### src/rtl/sseg_pkg.sv
// Shared constants and types for the binary-to-seven-segment scanner.
// Segment codes are active-low, bit order {g,f,e,d,c,b,a}.
package sseg_pkg;

  localparam logic [6:0] Seg0     = 7'b1000000;
  localparam logic [6:0] Seg1     = 7'b1111001;
  localparam logic [6:0] Seg2     = 7'b0100100;
  localparam logic [6:0] Seg3     = 7'b0110000;
  localparam logic [6:0] Seg4     = 7'b0011001;
  localparam logic [6:0] Seg5     = 7'b0010010;
  localparam logic [6:0] Seg6     = 7'b0000010;
  localparam logic [6:0] Seg7     = 7'b1111000;
  localparam logic [6:0] Seg8     = 7'b0000000;
  localparam logic [6:0] Seg9     = 7'b0010000;
  localparam logic [6:0] SegBlank = 7'b1111111;
  localparam logic [6:0] SegDash  = 7'b0111111;

  // Conversion FSM: idle, or running the double-dabble shifts.
  typedef enum logic [0:0] {StIdle, StConv} conv_state_e;

  // 10^n, used to derive the largest displayable value at elaboration.
  function automatic int unsigned pow10(int unsigned n);
    int unsigned r;
    r = 1;
    for (int unsigned i = 0; i < n; i++) begin
      r = r * 10;
    end
    return r;
  endfunction

endpackage

### src/rtl/sseg_digit_decode.sv
// Combinational BCD nibble to seven-segment decoder.
// Ports:
//   bcd   - BCD digit; codes 10-15 decode to blank
//   blank - force all segments off
//   dash  - force the dash pattern (takes priority over blank)
//   seg   - active-low segments {g,f,e,d,c,b,a}
module sseg_digit_decode
  import sseg_pkg::*;
(
  input  logic [3:0] bcd,
  input  logic       blank,
  input  logic       dash,
  output logic [6:0] seg
);

  always_comb begin
    seg = SegBlank;
    if (dash) begin
      seg = SegDash;
    end else if (!blank) begin
      case (bcd)
        4'd0:    seg = Seg0;
        4'd1:    seg = Seg1;
        4'd2:    seg = Seg2;
        4'd3:    seg = Seg3;
        4'd4:    seg = Seg4;
        4'd5:    seg = Seg5;
        4'd6:    seg = Seg6;
        4'd7:    seg = Seg7;
        4'd8:    seg = Seg8;
        4'd9:    seg = Seg9;
        default: seg = SegBlank;
      endcase
    end
  end

endmodule

### src/rtl/bin2sseg_scan.sv
// Binary to multiplexed seven-segment display driver.
// A load strobe captures bin_in and starts a sequential double-dabble conversion; the
// result is committed to the display register in one step when the conversion ends.
// A free-running scan lights one digit at a time, SCAN_DIV cycles each.
// Ports:
//   clk    - rising-edge clock
//   rst    - synchronous active-high reset
//   bin_in - unsigned value to display
//   load   - single-cycle strobe, ignored while busy
//   busy   - conversion in progress
//   ovf    - displayed value exceeds 10^N_DIGITS-1 (all digits show a dash)
//   seg    - active-low segments {g,f,e,d,c,b,a}, registered
//   an     - active-low digit enables, one-hot-low, registered
module bin2sseg_scan
  import sseg_pkg::*;
#(
  parameter int unsigned N_DIGITS = 4,
  parameter int unsigned BIN_W    = 14,
  parameter int unsigned SCAN_DIV = 50000,
  parameter int unsigned BLANK_LZ = 1
) (
  input  logic                clk,
  input  logic                rst,
  input  logic [BIN_W-1:0]    bin_in,
  input  logic                load,
  output logic                busy,
  output logic                ovf,
  output logic [6:0]          seg,
  output logic [N_DIGITS-1:0] an
);

  localparam int unsigned CntW   = $clog2(BIN_W + 1);
  localparam int unsigned ScanW  = $clog2(SCAN_DIV);
  localparam int unsigned IdxW   = (N_DIGITS > 1) ? $clog2(N_DIGITS) : 1;
  localparam int unsigned BcdW   = 4 * N_DIGITS;
  localparam int unsigned MaxVal = pow10(N_DIGITS) - 1;

  conv_state_e         state_q, state_d;
  logic [BIN_W-1:0]    bin_q, bin_d;
  logic [BcdW-1:0]     bcd_q, bcd_d;
  logic [CntW-1:0]     cnt_q, cnt_d;
  logic                ovf_pend_q, ovf_pend_d;
  logic [BcdW-1:0]     disp_q, disp_d;
  logic                ovf_q, ovf_d;
  logic [ScanW-1:0]    scan_q, scan_d;
  logic [IdxW-1:0]     idx_q, idx_d;
  logic [6:0]          seg_q;
  logic [N_DIGITS-1:0] an_q, an_d;

  logic [BcdW-1:0]     bcd_adj;
  logic [BcdW-1:0]     bcd_shift;
  logic [3:0]          cur_bcd;
  logic                cur_blank;
  logic                zero_run;
  logic [6:0]          seg_dec;

  // Double-dabble step. Only N_DIGITS nibbles are kept: carries out of the top nibble
  // occur only for out-of-range values, which display as dashes anyway.
  always_comb begin
    bcd_adj = bcd_q;
    for (int i = 0; i < int'(N_DIGITS); i++) begin
      if (bcd_q[4*i +: 4] >= 4'd5) begin
        bcd_adj[4*i +: 4] = bcd_q[4*i +: 4] + 4'd3;
      end
    end
    bcd_shift = BcdW'({bcd_adj, bin_q[BIN_W-1]});
  end

  always_comb begin
    state_d    = state_q;
    bin_d      = bin_q;
    bcd_d      = bcd_q;
    cnt_d      = cnt_q;
    ovf_pend_d = ovf_pend_q;
    disp_d     = disp_q;
    ovf_d      = ovf_q;
    unique case (state_q)
      StIdle: begin
        if (load) begin
          bin_d      = bin_in;
          bcd_d      = '0;
          cnt_d      = '0;
          ovf_pend_d = 32'(bin_in) > MaxVal;
          state_d    = StConv;
        end
      end
      StConv: begin
        bin_d = {bin_q[BIN_W-2:0], 1'b0};
        bcd_d = bcd_shift;
        cnt_d = cnt_q + CntW'(1);
        // Commit the final shift result straight into the display register.
        if (cnt_q == CntW'(BIN_W - 1)) begin
          disp_d  = bcd_shift;
          ovf_d   = ovf_pend_q;
          state_d = StIdle;
        end
      end
      default: state_d = StIdle;
    endcase
  end

  always_comb begin
    scan_d = scan_q + ScanW'(1);
    idx_d  = idx_q;
    if (scan_q == ScanW'(SCAN_DIV - 1)) begin
      scan_d = '0;
      idx_d  = (idx_q == IdxW'(N_DIGITS - 1)) ? '0 : idx_q + IdxW'(1);
    end
  end

  // Decode from next-state values so seg/an registers always match disp_q/idx_q.
  always_comb begin
    zero_run  = 1'b1;
    cur_bcd   = '0;
    cur_blank = 1'b0;
    for (int i = int'(N_DIGITS) - 1; i >= 0; i--) begin
      zero_run = zero_run & (disp_d[4*i +: 4] == 4'd0);
      if (idx_d == IdxW'(i)) begin
        cur_bcd   = disp_d[4*i +: 4];
        cur_blank = (BLANK_LZ != 0) && (i != 0) && zero_run;
      end
    end
    an_d = ~(N_DIGITS'(1) << idx_d);
  end

  sseg_digit_decode u_decode (
    .bcd   (cur_bcd),
    .blank (cur_blank),
    .dash  (ovf_d),
    .seg   (seg_dec)
  );

  always_ff @(posedge clk) begin
    if (rst) begin
      state_q    <= StIdle;
      bin_q      <= '0;
      bcd_q      <= '0;
      cnt_q      <= '0;
      ovf_pend_q <= 1'b0;
      disp_q     <= '0;
      ovf_q      <= 1'b0;
      scan_q     <= '0;
      idx_q      <= '0;
      seg_q      <= Seg0;
      an_q       <= ~N_DIGITS'(1);
    end else begin
      state_q    <= state_d;
      bin_q      <= bin_d;
      bcd_q      <= bcd_d;
      cnt_q      <= cnt_d;
      ovf_pend_q <= ovf_pend_d;
      disp_q     <= disp_d;
      ovf_q      <= ovf_d;
      scan_q     <= scan_d;
      idx_q      <= idx_d;
      seg_q      <= seg_dec;
      an_q       <= an_d;
    end
  end

  assign busy = (state_q == StConv);
  assign ovf  = ovf_q;
  assign seg  = seg_q;
  assign an   = an_q;

endmodule

### config.mk
export PLATFORM = sky130hd
export DESIGN_NAME = bin2sseg_scan
export DESIGN_NICKNAME = d
export VERILOG_FILES = /design/src/rtl/sseg_pkg.sv /design/src/rtl/sseg_digit_decode.sv /design/src/rtl/bin2sseg_scan.sv
export SDC_FILE = /design/constraint.sdc
export NUM_CORES = 1
export LEC_CHECK = 0
export BUFFER_PORTS_ARGS = -buffer_cell sky130_fd_sc_hd__buf_2
export CAP_MARGIN = 20
export CORE_MARGIN = 10
export CORE_UTILIZATION = 36
export CTS_BUF_LIST = sky130_fd_sc_hd__clkbuf_8 sky130_fd_sc_hd__clkbuf_16
export CTS_CLUSTER_SIZE = 14
export DETAILED_ROUTE_END_ITERATION = 6
export PLACE_DENSITY_LB_ADDON = 0.08
export SYNTH_ARGS = -nofsm -noshare
export SYNTH_HDL_FRONTEND = slang
export SYNTH_SLANG_ARGS = --single-unit
### constraint.sdc
create_clock -name clk -period 4.6 [get_ports clk]
set_clock_uncertainty 0.05 [all_clocks]
set_input_delay 0.92 -clock clk [delete_from_list [all_inputs] [get_ports clk]]
set_output_delay 0.92 -clock clk [all_outputs]
set_load 0.02 [all_outputs]
Yosys cells after proc, flatten, opt, wreduce, memory -nomap -nowiden:

Memories as Yosys holds them, arrays and structs flattened.
Cells that the tools add are included.

* bits in registers: 82
* bits in read-only memories: 112
* input bits: 17
* output and inout bits: 13
* word-level logic and storage cells: 71
* memories: 1

* add/subtract/negate cells: 7
* order comparisons: 5
* equality and inequality tests: 7
* shifts and indexed selects: 1
* multiplexer cells: 29
* bitwise logic cells: 4
* reductions and logical operators: 6

Memory list
* (no name shown): words 16, width 7, read ports 1, clocked after Yosys merged registers in 0, write ports 0, RTL line sseg_digit_decode.sv:21 `case (bcd)`

Operators by type and width (count)
* $mux 16: 3
* $mux 4: 8
* $pmux 16 s2: 1
* $pmux 14 s2: 1
* $add 16x1->16 const B: 1
* $eq 16x16->1 const B: 1
* $ge 4x3->1 const B: 4
* $gt 14x14->1 const B: 1
* $mux 14: 1
* $mux 7: 2
* $add 4x2->4 const B: 3
* $logic_not 4->1: 3
* $mux 1: 8
* $pmux 4 s2: 1
* $eq 2x2->1 const B: 3
* $add 4x1->4 const B: 1
* $eq 4x4->1 const B: 1
* $mux 2: 2
* $not 4->4: 1
* $shl 1x2->4 const A: 1
* $add 3x2->3 const B: 1
* $mux 3: 1
* $add 2x1->2 const B: 1
* $and 1x1->1: 2
* 7 further kinds: 7

Logic depth before layout (Yosys ltp):

* word-level depth: 11
* gate-level depth with buffers: 14
* depth with buffers taken out: 12

Cells and area by module:

A second synthesis with hierarchy kept.

* cell total of the unflattened synthesis: 481
* area total of the unflattened synthesis: 4083.9 µm²

By module, submodules not included
* bin2sseg_scan: times used 1, cells each 451, area each 3852.4 µm², seq. area each 1641.6 µm²
* sseg_digit_decode: times used 1, cells each 30, area each 231.5 µm², seq. area each 0.0 µm²

Least setup slack after synthesis:

Ideal clock, no wire load.

* kind: reg-to-reg
* start point: register scan_q[11]
* end point: register seg_q[3] (netlist: seg[3])
* library setup time: 0.095 ns
* data arrival time: 3.104 ns
* slack: 1.351 ns
* stages on the path, launching flop included: 12
* path buffers: 1
* cell sequence: dfxtp_1 -> or4b_1 -> or4_1 -> buf_6 -> mux2i_4 -> mux2_2 -> mux2i_1 -> inv_1 -> ha_1 -> inv_1 -> nand2_1 -> a221oi_1

* longest elaborated chain between the ends: 10
* elaborated cells on any way between the ends: 17
* those cells by class: 4 x eq/ne; 11 x mux; 1 x reduce/logical; 1 x memory

RTL lines
* from (decl): RTL line bin2sseg_scan.sv:45 `logic [ScanW-1:0] scan_q, scan_d;`
* from (signal assigned): RTL line bin2sseg_scan.sv:154 `scan_q <= scan_d;`
* $eq 16x16->1 (*): RTL line bin2sseg_scan.sv:105 `if (scan_q == ScanW'(SCAN_DIV - 1)) begin`
* $mux 2 (*): RTL line bin2sseg_scan.sv:105
* $eq 2x2->1: RTL line bin2sseg_scan.sv:118 `if (idx_d == IdxW'(i)) begin`
* $mux 4 (4 in series): RTL line bin2sseg_scan.sv:118
* $mem_v2 16x7
* $mux 7 (*): RTL line sseg_digit_decode.sv:20 `end else if (!blank) begin`
* $mux 7 (*): RTL line sseg_digit_decode.sv:18 `if (dash) begin`
* to (signal assigned): RTL line bin2sseg_scan.sv:144 `seg_q <= Seg0;`
* to (signal assigned): RTL line bin2sseg_scan.sv:156 `seg_q <= seg_dec;`
* to (decl): RTL line bin2sseg_scan.sv:47 `logic [6:0] seg_q;`

Every way passes the cells marked *; elsewhere a longest branch is shown, timed or not.
A chain may end at the register's enable or synchronous reset.

Worst setup path in the final report:

Same ends and word-level chain as after synthesis.

==> results.toml <==
[routing]
drt_iter0_drc = 220
wire_per_inst_um = 14.4
ant_nets = 0
viasPerCell = 5.14
drt-pass1-iter-count = 4
post-route-drc-count = 0
via_count = 3463
routed_wl_um = 9690

[timing]
setup_violations = 0
rsz0062_at_grt = "false"
finalCritPeriodShare_pct = 78.5
max_slew.worst_pin.slew_ns = 0.917
slew_headroom_pct = 38.8
period_needed_ns = 3.61
setup_tns_ns = 0
max_freq_mhz = 277
drv_slew = 0
hold_viol = 0

[yosys]
yosys.area.top_type = "dfxtp_1"
synthCells = 508
ys_seq_area_share_pct = 39.0
synthTopCellsByArea = "dfxtp_1 39%, nor2_1 7.6%, mux2i_1 6.7%"
synth_seq_cells = 82
synth_top_area_share_pct = 39.0
synth_edf_count = 0
synth-async-reset-ratio_pct = 0
ys_warn_count = 0
ys.flop_type = "dfxtp_1"
synth_area_um2 = 4210
yosysMostFrequentCell = "nor2_1"
avgSynthCellArea_um2 = 8.28
synth_cell_types = 52
syn-num-nets = 542
synth_common_cells = "85 x nor2_1, 82 x dfxtp_1, 44 x nand2_1"

[floorplanning]
num_rows = 39
start_util_pct = 36.9
core_um2 = 11400
io-pin-count = 30
die_y_um = 128
die_w_um = 128
die_area_um2 = 16400

[setup_path]
path_cells = "or4b_1 > or4_1 > mux2i_4 > mux2_2 > mux2i_1 > inv_1 > ha_1 > inv_1 > nand2_1 > a221oi_1"
critPathTopFamily = "simple AND/OR/NAND/NOR gates"
crit_required_ns = 4.80
crit_fanout = 10
worstSetupStartpointType = "flip-flop"
crit_slowest_cell = "or4_1"
max_stage_delay_ns = 0.65
critPathMostFrequentCell = "inv_1"
endpoint_kind = "flip-flop"
crit_type = "reg2reg"
cp.buffers_inverters = 2
worstPathArrival_ns = 3.81

[power_and_ir_drop]
p_leak_nw = 1.81
finalPower_mw = 1.55
power_density_nw_per_um2 = 325
peakVddDrop_uv = 192

[cts]
clkTransAtPathRegs_ns = 0.06
cts.sinks = 82
clk_latency_ns = 0.34
cts_resized = 0
clockBufferDepth = 2
cts_root_buffer = "clkbuf_16"
holdBufCountCts = 0
postCtsSetupBuffers = 0
cts_tree = "yes"
cts_max_level = 3
cts_buffers = 9

[grt]
grt_max_degree = 43
antenna_found_initial = 0
grt_pass1_wl_um = 16400
grt_pass1_vias = 3359
overflow = 0
grt_util_all_layers_pct = 12.1

[placed_design]
port-buffer-count = 29
globalplace.congestion = 0.774
dpl.hpwl_um = 6760

[job]
max_cap_viol_count = 0

[worst_hold_path]
min_path_type = "reg2reg"

[finish]
multi_input_area_um2 = 2380
ff_latch_area_um2 = 1640
n_antenna_cell = 0
syn2layout_area_growth_pct = 12.9
nNetsFinal = 560
drive_gt1_share_pct = 12.2
fill_cells = 1184

[outcome]
status = "finished, final reports clean"
==> stage by stage <==
step	util (%)	area, um2	cells	setup WS (ns)	hold slack [ns]
detailed placement	39.0	4450	658	0.978	0.389
finish	41.6	4750	674	0.987	0.394
global placement	39.0	4450	658	1.06	0.382
CTS	41.6	4750	674	0.946	0.401
global route	41.6	4750	674	0.782	0.413
floorplan	-	4210	508	1.35	0.368
==> report_power, final <==
part / switching [mW] / leakage (nW) / internal [mW]
Sequential: 0.00786 / 0.664 / 0.722
Clock: 0.306 / 0.145 / 0.435
Combinational: 0.0496 / 1.00 / 0.0255
Total: 0.363 / 1.81 / 1.18
==> layout make-up <==
class | count | area share [%]
timing repair buffer | 33 | 3.69
inverter | 20 | 1.58
tap | 143 | 3.77
clock buffer | 10 | 5.03
sequential | 82 | 34.5
multi-input combinational | 380 | 50.1
clock inverter | 6 | 1.34
==> worst paths after layout <==
kind / start / end / slack [ns] / depth (start not counted)
worst max register to register: scan_q[11]$_SDFF_PP0_ / seg[3]$_SDFF_PP0_ / 0.99 / 10
worst min register to register: scan_q[0]$_SDFF_PP0_ / scan_q[0]$_SDFF_PP0_ / 0.39 / 1
worst max-delay path: scan_q[11]$_SDFF_PP0_ / seg[3]$_SDFF_PP0_ / 0.99 / 10
worst min-delay path: scan_q[0]$_SDFF_PP0_ / scan_q[0]$_SDFF_PP0_ / 0.39 / 1
==> metal layers <==
layer	GRT usage, %	wire [um]
met1	16.4	5050
met2	17.4	4000
met3	3.27	426
met4	5.70	209
met5	0	0
==> layout by cell type (no fill, tap or decap), types with 2 or more instances in the layout <==
master,n
nor2_1,85
dfxtp_1,82
nand2_1,44
a21oi_1,32
buf_2,29
mux2i_1,28
o21ai_0,23
inv_1,20
ha_1,17
nor2b_1,15
nand3_1,13
nor3_1,13
a31oi_1,11
a211oi_1,10
clkbuf_16,9
o31ai_1,8
or3_1,7
xor2_1,7
nand2b_1,5
xnor2_1,5
a221oi_1,5
nand4_1,4
mux2_2,4
nor3b_1,4
o211ai_1,4
buf_4,4
or4_1,3
and3_1,3
mux2i_2,2
o22ai_1,2
a2bb2oi_1,2
mux2_4,2
a2111oi_0,2
o21ba_2,2
clkinv_2,2
clkinvlp_4,2
==> worst register-to-register path, delay by kind of cell (launching register included) <==
kind | cells | cell delay, ns
compound gates | 1 | 0.28
fa+ha+maj | 1 | 0.30
buf+inv | 2 | 0.21
flops | 1 | 0.35
mux | 3 | 1.13
simple gates | 3 | 1.20
==> cells by family after synthesis <==
group | share of synthesized area [%]
compound gates | 16.4
fa+ha+maj | 5.05
flops | 39.0
simple gates | 23.0
xor+xnor | 2.50
buf+inv | 4.46
mux | 9.63
==> state kept, by name, summed over array words and instances, names as in the netlist <==
signal,cells
an,4
bcd_q,16
bin_q,14
busy,1
cnt_q,4
disp_q,16
idx_q,2
ovf,1
ovf_pend_q,1
scan_q,16
seg,7
Note: power is estimated with default switching activity, not from simulation.
